<file path="src/rtl/bp_pkg.sv">
// Shared definitions for the branch predictor: 2-bit counter encodings and
// saturating arithmetic helpers.
package bp_pkg;

    typedef enum logic [1:0] {
        SNT = 2'b00,
        WNT = 2'b01,
        WT  = 2'b10,
        ST  = 2'b11
    } bht_ctr_e;

    localparam logic [1:0]  BHT_RESET = 2'(WNT);
    localparam int unsigned STAT_W    = 32;

    // Count up, holding at strongly-taken.
    function automatic logic [1:0] sat_inc2(input logic [1:0] c);
        return (c == 2'(ST)) ? c : c + 2'd1;
    endfunction

    // Count down, holding at strongly-not-taken.
    function automatic logic [1:0] sat_dec2(input logic [1:0] c);
        return (c == 2'(SNT)) ? c : c - 2'd1;
    endfunction

    // 32-bit statistic counter that sticks at all-ones.
    function automatic logic [STAT_W-1:0] sat_inc32(input logic [STAT_W-1:0] c);
        return (c == '1) ? c : c + STAT_W'(1);
    endfunction

endpackage

</file>
<file path="src/rtl/bp_btb.sv">
// Direct-mapped branch target buffer: combinational lookup port, one
// registered write port. Only the valid bits are reset.
module bp_btb #(
    parameter int unsigned XLEN    = 32,
    parameter int unsigned ENTRIES = 16
) (
    input  logic            clk,
    input  logic            rst_n_i,
    input  logic [XLEN-1:0] lk_pc_i,
    output logic            lk_hit_o,
    output logic [XLEN-1:0] lk_target_o,
    input  logic            wr_en_i,
    input  logic [XLEN-1:0] wr_pc_i,
    input  logic [XLEN-1:0] wr_target_i
);

    localparam int unsigned IW = $clog2(ENTRIES);
    localparam int unsigned TW = XLEN - IW - 2;

    logic [ENTRIES-1:0] valid_q;
    logic [TW-1:0]      tag_q [ENTRIES];
    logic [XLEN-1:0]    tgt_q [ENTRIES];

    logic [IW-1:0] lk_idx;
    logic [TW-1:0] lk_tag;
    logic [IW-1:0] wr_idx;
    logic [TW-1:0] wr_tag;
    logic          unused_pc_lsbs;

    assign lk_idx = lk_pc_i[IW+1:2];
    assign lk_tag = lk_pc_i[XLEN-1:IW+2];
    assign wr_idx = wr_pc_i[IW+1:2];
    assign wr_tag = wr_pc_i[XLEN-1:IW+2];

    // Instruction alignment bits never participate in index or tag.
    assign unused_pc_lsbs = ^{lk_pc_i[1:0], wr_pc_i[1:0]};

    // Hit on matching valid tag; otherwise fall through to sequential PC.
    assign lk_hit_o    = valid_q[lk_idx] && (tag_q[lk_idx] == lk_tag);
    assign lk_target_o = lk_hit_o ? tgt_q[lk_idx] : lk_pc_i + XLEN'(4);

    // Valid bits: cleared on reset, set by any taken-branch write.
    always_ff @(posedge clk or negedge rst_n_i) begin
        if (!rst_n_i) begin
            valid_q <= '0;
        end else if (wr_en_i) begin
            valid_q[wr_idx] <= 1'b1;
        end
    end

    // Tag/target payload; contents are don't-care while the valid bit is clear.
    always_ff @(posedge clk) begin
        if (wr_en_i) begin
            tag_q[wr_idx] <= wr_tag;
            tgt_q[wr_idx] <= wr_target_i;
        end
    end

endmodule

</file>
<file path="src/rtl/branch_predictor.sv">
// Dynamic branch predictor: 2-bit BHT + direct-mapped BTB, zero-latency
// lookup in IF, training and mispredict redirect from EX, saturating stats.
// Optional gshare indexing is enabled by defining BP_GSHARE_EN.
module branch_predictor
    import bp_pkg::*;
#(
    parameter int unsigned XLEN        = 32,
    parameter int unsigned BHT_ENTRIES = 64,
    parameter int unsigned BTB_ENTRIES = 16,
    parameter int unsigned GHR_W       = 6
) (
    input  logic              clk,
    input  logic              reset,
    input  logic [XLEN-1:0]   if_pc,
    output logic              pred_taken,
    output logic [XLEN-1:0]   pred_target,
    input  logic              ex_valid,
    input  logic              ex_is_branch,
    input  logic [XLEN-1:0]   ex_pc,
    input  logic              ex_taken,
    input  logic [XLEN-1:0]   ex_target,
    input  logic              ex_pred_taken,
    input  logic [XLEN-1:0]   ex_pred_target,
    output logic              redirect,
    output logic [XLEN-1:0]   redirect_pc,
    output logic [STAT_W-1:0] stat_branches,
    output logic [STAT_W-1:0] stat_mispred
);

    localparam int unsigned BHT_IW = $clog2(BHT_ENTRIES);

    logic [1:0]        bht_q [BHT_ENTRIES];
    logic [1:0]        bht_d [BHT_ENTRIES];
    logic [STAT_W-1:0] stat_br_q, stat_br_d;
    logic [STAT_W-1:0] stat_mp_q, stat_mp_d;

    logic [BHT_IW-1:0] lk_idx;
    logic [BHT_IW-1:0] tr_idx;
    logic              res_c;
    logic              mispredict_c;
    logic              btb_hit;
    logic [XLEN-1:0]   btb_target;

`ifdef BP_GSHARE_EN
    logic [GHR_W-1:0] ghr_q, ghr_d;

    // Gshare: PC index folded with global history (pre-shift value for training).
    assign lk_idx = if_pc[BHT_IW+1:2] ^ BHT_IW'(ghr_q);
    assign tr_idx = ex_pc[BHT_IW+1:2] ^ BHT_IW'(ghr_q);

    // Shift the resolved direction into the history.
    always_comb begin
        ghr_d = ghr_q;
        if (res_c) begin
            ghr_d = {ghr_q[GHR_W-2:0], ex_taken};
        end
    end

    // Global history register.
    always_ff @(posedge clk or negedge reset) begin
        if (!reset) begin
            ghr_q <= '0;
        end else begin
            ghr_q <= ghr_d;
        end
    end
`else
    localparam int unsigned UNUSED_GHR_W = GHR_W;

    // Bimodal: PC-only index.
    assign lk_idx = if_pc[BHT_IW+1:2];
    assign tr_idx = ex_pc[BHT_IW+1:2];
`endif

    bp_btb #(
        .XLEN    (XLEN),
        .ENTRIES (BTB_ENTRIES)
    ) u_btb (
        .clk         (clk),
        .rst_n_i     (reset),
        .lk_pc_i     (if_pc),
        .lk_hit_o    (btb_hit),
        .lk_target_o (btb_target),
        .wr_en_i     (res_c & ex_taken),
        .wr_pc_i     (ex_pc),
        .wr_target_i (ex_target)
    );

    // Fetch-side prediction; reads only state registered before this edge.
    assign pred_taken  = reset & btb_hit & bht_q[lk_idx][1];
    assign pred_target = btb_target;

    // EX-side resolution and mispredict detection.
    assign res_c        = ex_valid & ex_is_branch;
    assign mispredict_c = res_c & ((ex_taken != ex_pred_taken) |
                                   (ex_taken & (ex_target != ex_pred_target)));
    assign redirect     = reset & mispredict_c;
    assign redirect_pc  = ex_taken ? ex_target : ex_pc + XLEN'(4);

    // BHT and statistics next-state.
    always_comb begin
        bht_d     = bht_q;
        stat_br_d = stat_br_q;
        stat_mp_d = stat_mp_q;
        if (res_c) begin
            bht_d[tr_idx] = ex_taken ? sat_inc2(bht_q[tr_idx]) : sat_dec2(bht_q[tr_idx]);
            stat_br_d     = sat_inc32(stat_br_q);
            if (mispredict_c) begin
                stat_mp_d = sat_inc32(stat_mp_q);
            end
        end
    end

    // BHT and statistics registers.
    always_ff @(posedge clk or negedge reset) begin
        if (!reset) begin
            for (int i = 0; i < int'(BHT_ENTRIES); i++) begin
                bht_q[i] <= BHT_RESET;
            end
            stat_br_q <= '0;
            stat_mp_q <= '0;
        end else begin
            bht_q     <= bht_d;
            stat_br_q <= stat_br_d;
            stat_mp_q <= stat_mp_d;
        end
    end

    assign stat_branches = stat_br_q;
    assign stat_mispred  = stat_mp_q;

endmodule
</file>
<file path="config.mk">
export PLATFORM = sky130hd
export DESIGN_NAME = branch_predictor
export DESIGN_NICKNAME = d
export VERILOG_FILES = /design/src/rtl/bp_pkg.sv /design/src/rtl/bp_btb.sv /design/src/rtl/branch_predictor.sv
export SDC_FILE = /design/constraint.sdc
export NUM_CORES = 2
export LEC_CHECK = 0
export BUFFER_PORTS_ARGS = -buffer_cell sky130_fd_sc_hd__buf_4
export CORE_MARGIN = 2
export CORE_UTILIZATION = 55
export CTS_BUF_LIST = sky130_fd_sc_hd__clkbuf_8 sky130_fd_sc_hd__clkbuf_16
export DETAILED_ROUTE_END_ITERATION = 10
export HOLD_SLACK_MARGIN = 0.12
export PLACE_DENSITY_LB_ADDON = 0.25
export SLEW_MARGIN = 20
export SYNTH_ARGS = -nofsm -noshare
export SYNTH_HDL_FRONTEND = slang
export SYNTH_SLANG_ARGS = --single-unit
</file>
<file path="constraint.sdc">
create_clock -name clk -period 9.15 [get_ports clk]
set_input_delay 1.83 -clock clk [delete_from_list [all_inputs] [get_ports clk]]
set_output_delay 1.83 -clock clk [all_outputs]
set_load 0.1 [all_outputs]
</file>
# After elaboration in Yosys (flattened, before gate mapping)
# Memories as Yosys holds them, arrays and structs flattened.
# Index checks and enable logic that the tools add are counted.
dict set report word_totals {
  register_bits 208
  mem_bits_rw 928
  in_bits 134
  output_inout_bits 130
  wordCells 126
  memories 2
}
# memory words width read_ports rd_ports_with_merged_regs wr line_no
set memory_table {}
lappend memory_table {u_btb.tgt_q 16 32 1 0 1 bp_btb.sv:22} ;# logic [XLEN-1:0] tgt_q [ENTRIES];
lappend memory_table {u_btb.tag_q 16 26 1 0 1 bp_btb.sv:21} ;# logic [TW-1:0] tag_q [ENTRIES];
dict set report classes {
  n_addsub 6
  n_lt_le_gt_ge 6
  eq_ne 6
  n_mux 20
  bitwise 13
  n_reduce_logical 6
}
# op n
set ops {}
lappend ops {{128-bit bitwise mux} 1}
lappend ops {{32-bit by 1-bit adder with 32-bit output, second input constant} 2}
lappend ops {{32-bit by 3-bit adder with 32-bit output, second input constant} 2}
lappend ops {{32-bit equality test, second input constant} 2}
lappend ops {{32-bit 2-to-1 mux} 2}
lappend ops {{32-bit inequality test} 1}
lappend ops {{26-bit equality test} 1}
lappend ops {{2-bit binary-select mux with 6-bit select} 2}
lappend ops {{2-bit 2-to-1 mux} 8}
lappend ops {{16-bit bitwise OR} 1}
lappend ops {{7-bit >= comparator, second input constant} 2}
lappend ops {{6-bit NOT with 7-bit output} 2}
lappend ops {{2-bit demux with 6-bit select} 1}
lappend ops {{4-bit by 5-bit < comparator with 1-bit output, second input constant} 2}
lappend ops {{1-bit bitwise AND} 7}
lappend ops {{7-bit by 1-bit < comparator with 1-bit output, second input constant} 1}
lappend ops {{1-bit binary-select mux with 4-bit select} 1}
lappend ops {{1-bit demux with 4-bit select} 1}
lappend ops {{4-bit by 1-bit >= comparator with 1-bit output, second input constant} 1}
lappend ops {{1-bit 2-to-1 mux} 4}
lappend ops {{1-bit logical AND} 3}
lappend ops {{3-bit AND reduction} 1}
lappend ops {{2-bit by 1-bit adder with 2-bit output, second input constant} 1}
lappend ops {{2-bit equality test, second input constant} 1}
lappend ops {{other kinds (6)} 7}

# Logic depth before layout (Yosys ltp)
dict set report depth {
  depth_word 8
  mapped_depth 13
  mapped_depth_nobuf 8
}

# Modules after synthesis
# Synthesis repeated with hierarchy kept, for this count alone.
dict set report hier_totals {
  cells_unflattened 2802
  hier_area_um2 48546.6
}
# mod instances cells_per_inst area_per_inst_um2 seq_area_each_um2
set modules_own_cells {}
lappend modules_own_cells {bp_btb 1 1694 37613.6 28267.1}
lappend modules_own_cells {branch_predictor 1 1108 10933.0 4884.7}

# Worst setup path before layout
# Ideal clock, no wire load.
dict set report synth_timing {
  path_kind {in2out}
  start {input port ex_pc[2]}
  end {output port redirect_pc[31]}
  arrival_time_ns 6.120
  required_ns 7.320
  setup_slack_ns 1.200
  cell_stages 11
  n_path_buf 3
  cell_sequence {clkbuf_1 > and3_1 > clkbuf_1 > clkbuf_1 > nand2_1 > nor3_1 > nor2b_1 > nor2b_1 > nand3_1 > xor2_1 > o21ai_0}
}
dict set report synth_between {
  elab_chain_len 2
}
# item line_no
set synth_lines {}
lappend synth_lines {{start, declared} branch_predictor.sv:19} ;# input logic [XLEN-1:0] ex_pc,
lappend synth_lines {{32-bit by 3-bit adder with 32-bit output} branch_predictor.sv:98} ;# assign redirect_pc = ex_taken ? ex_target : ex_pc + XLEN'(4);
lappend synth_lines {{32-bit 2-to-1 mux} branch_predictor.sv:98}
lappend synth_lines {{end, declared} branch_predictor.sv:25} ;# output logic [XLEN-1:0] redirect_pc,
# No other way between the ends.

# Final worst setup path
dict set report layout_timing {
  start {input port if_pc[2]}
  end {output port pred_target[15]}
}
dict set report layout_between {
  elab_chain_len 4
  word_cells_on_any_way 8
  classes_between {add/sub (1); eq/ne (1); mux (3); reduce/logical (1); memory (2)}
}
# item line_no
set layout_lines {}
lappend layout_lines {{start, declared} branch_predictor.sv:14} ;# input logic [XLEN-1:0] if_pc,
lappend layout_lines {{memory read 16 x 26 bit / 1-bit binary-select mux with 4-bit select (equally long branches)} n/a}
lappend layout_lines {{26-bit equality test / 1-bit 2-to-1 mux (equally long branches)} bp_btb.sv:39} ;# assign lk_hit_o = valid_q[lk_idx] && (tag_q[lk_idx] == lk_tag);
lappend layout_lines {{1-bit logical AND} bp_btb.sv:39}
lappend layout_lines {{32-bit 2-to-1 mux (*)} bp_btb.sv:40} ;# assign lk_target_o = lk_hit_o ? tgt_q[lk_idx] : lk_pc_i + XLEN'(4);
lappend layout_lines {{end, declared} branch_predictor.sv:16} ;# output logic [XLEN-1:0] pred_target,
# Mark *: on every way between the ends. The rest lies on a longest branch, timed or not. The select of a mux whose other input is x is not followed.

==> impl_metrics.ini <==
[outcome]
outcome = finished clean

[drt]
drt_iter0_markers = 3203
postRouteAntennaNets = 0
avgRoutedWirePerCell_um = 31.2
via_per_inst = 6.51
dr.pass1.iters = 6
drc_errors = 0
wl_um = 131000
num_vias = 27324

[setup_path]
r2r_cells = 8
cp_cell_sequence = buf_8, nand3b_1, o22ai_1, nor3_1, mux2i_1, nand4_1, nor4_1, nand4_4, buf_4, mux2_4, buf_4
cp_common_cell = buf_4
slowest_delay_ps = 720
cpMaxStageDelayCell = nand3b_1
rrSetupSlack_ps = 5870
path_class = input port to primary output
cp_data_arrival_time_ps = 6310
critPathBufInv = 3
cp-start-kind = input port
setup.worst_path.end_class = primary output
reg2reg_from = bht_q[104]$_DFFE_PN1P_
critPathTopFamily = simple AND/OR/NAND/NOR gates
cp_max_fo = 72
critical_path_required_ps = 7320
rr_endpoint = bht_q[46]$_DFFE_PN1P_

[timing]
slew_headroom = 0.255
fin_skew_ps = 21.6
fin_crit_sh = 0.889
min_period_ps = 8140
rsz0062_at_grt = false
tns_ps = 0
setup_violations = 0
worst_pin_slew_ps = 1120
final_hold_viol_count = 0
drv_slew = 0
fmax_mhz = 123

[power]
leakage_nw = 19.4
peakVddDrop_mv = 0.213
p_per_area_nw_per_um2 = 214

[clocking]
numCtsBuffers = 113
ctsResizeCount = 0
cts_tree = yes
htree_num_levels = 3
root_buffer = clkbuf_16
ctsHoldBuffers = 0
insertion_delay_ps = 680
postCtsSetupBuffers = 0
cts.clk_slew.worst_paths_ps = 60
cts_buffer_depth = 3
cts.sink_count = 1136

[global_route]
grt_use_total = 0.293
grt_pass1_wl_um = 189000
overflow = 0
antenna_found_initial = 10
grt_max_degree = 87
grt_pass1_vias = 27771

[synth]
syn_area_per_cell_um2 = 17.9
syn_area_um2 = 47800
ys_seq_area_frac = 0.694
synth_edf_count = 928
synth.distinct_cells = 68
ys.flop_type = edfxtp_1
synthArstFlopShare = 0.183
yosys_warnings = 0
ys_ff_latch = 1136
syn_inst = 2662
synth_fp_nets = 2803

[die]
io_pins = 264
dieArea_um2 = 89200
row_count = 108
die_h_um = 299
start_util = 0.553
core_area_um2 = 86300
die_w_um = 299

[worst_hold_path]
min_path_cells = 1
hold_end = u_btb.valid_q[6]$_DFFE_PN0P_
worstHoldStart = u_btb.valid_q[6]$_DFFE_PN0P_
min_path_type = flop to flop

[finish]
multi_input_area_um2 = 14000
area_delta_synth_final_pct = 14.9
final_cells = 4195
nets = 3085
drive_gt1_frac = 0.327
regArea_um2 = 33200
fill_cells = 5999

[placement]
portBuffers = 263
placed_cells = 3984
dpl.hpwl_um = 78800
gp_congestion = 0.888

[flow_run]
cap_violations = 0
per-stage QoR:
stage | area (um2) | hold WS (ps) | total power, mW | util | setup slack [ps]
CTS | 54900 | 465 | 11.8 | 0.635 | 1080
global route | 54900 | 476 | 12.0 | 0.636 | 806
floorplan | 47800 | 434 | 6.62 | - | 1200
global placement | 51000 | 444 | 7.01 | 0.591 | 1160
finish | 54900 | 466 | 11.7 | 0.636 | 1010
detailed placement | 51000 | 451 | 7.04 | 0.591 | 1070
how the worst max path moves through the flow:
stage | startpoint | end | slack [ps] | cells past startpoint
2_1_floorplan | ex_pc[2] | redirect_pc[31] | 1200 | 11
3_3_place_gp | if_pc[2] | pred_target[16] | 1160 | 11
3_5_place_dp | if_pc[2] | pred_target[24] | 1070 | 11
4_1_cts | if_pc[2] | pred_target[15] | 1080 | 11
5_1_grt | if_pc[2] | pred_target[15] | 810 | 11
6_report | if_pc[2] | pred_target[15] | 1010 | 11
routing by layer:
| metal | share of wire | track usage | up-vias |
|---|---|---|---|
| met5 | 0.00069 | 0 | - |
| met2 | 0.47 | 0.454 | 1656 |
| met4 | 0.032 | 0.0955 | 14 |
| met3 | 0.12 | 0.0922 | 248 |
| met1 | 0.38 | 0.400 | 14187 |
| li1 | - | - | 11219 |
cells in the final DEF (no fill, tap or decap), types with 62 or more instances in the layout:
cell	count
mux4_2	237
nand2_1	108
xor2_1	62
xnor2_1	92
nor2_1	115
buf_4	300
edfxtp_1	928
clkbuf_16	117
dfstp_2	64
dfrtp_1	144
mux2_2	136
mux2i_1	105
final cells by class:
| class | count | area share |
|---|---|---|
| flip-flops and latches | 1136 | 0.604 |
| multi-input cells | 1367 | 0.255 |
| clock buffers | 121 | 0.0544 |
| repair buffers | 307 | 0.0430 |
| well taps | 1155 | 0.0263 |
| clock inverters | 89 | 0.0156 |
| inverters | 19 | 0.00132 |
| diodes | 1 | 0.0000456 |
sequential cells by signal (all words and copies together) (netlist names):
name           count
stat_mispred      32
bht_q            128
u_btb.tgt_q      512
u_btb.tag_q      416
stat_branches     32
u_btb.valid_q     16
report_power, final:
part	internal (mW)	switching, mW
Clock	2.82	1.96
Sequential	5.71	0.0697
Combinational	0.350	0.815
cell usage after synthesis (20+ instances only):
cell / count / share of area
a221oi_1: 25 / 0.0046
a22oi_1: 58 / 0.0091
a31oi_1: 20 / 0.0026
and3_1: 23 / 0.0030
buf_2: 41 / 0.0043
clkbuf_1: 67 / 0.0053
dfrtp_1: 144 / 0.075
dfstp_2: 64 / 0.035
edfxtp_1: 928 / 0.58
mux2_2: 136 / 0.032
mux2_4: 28 / 0.0088
mux2i_1: 105 / 0.022
mux4_2: 237 / 0.11
nand2_1: 108 / 0.0085
nand3_1: 53 / 0.0056
nand4_1: 41 / 0.0054
nor2_1: 127 / 0.010
nor3_1: 24 / 0.0025
o21ai_0: 44 / 0.0046
o22ai_1: 21 / 0.0028
xnor2_1: 93 / 0.017
xor2_1: 62 / 0.011
cells by family after synthesis:
logic type | share of synthesized area
adders and majority gates | 0.00228
AOI/OAI and AO/OA | 0.0327
DFF | 0.694
buffers and inverters | 0.0160
muxes | 0.177
and+or+nand+nor | 0.0491
xor gates and xnor gates | 0.0284
(Power assumes the default switching activity.)
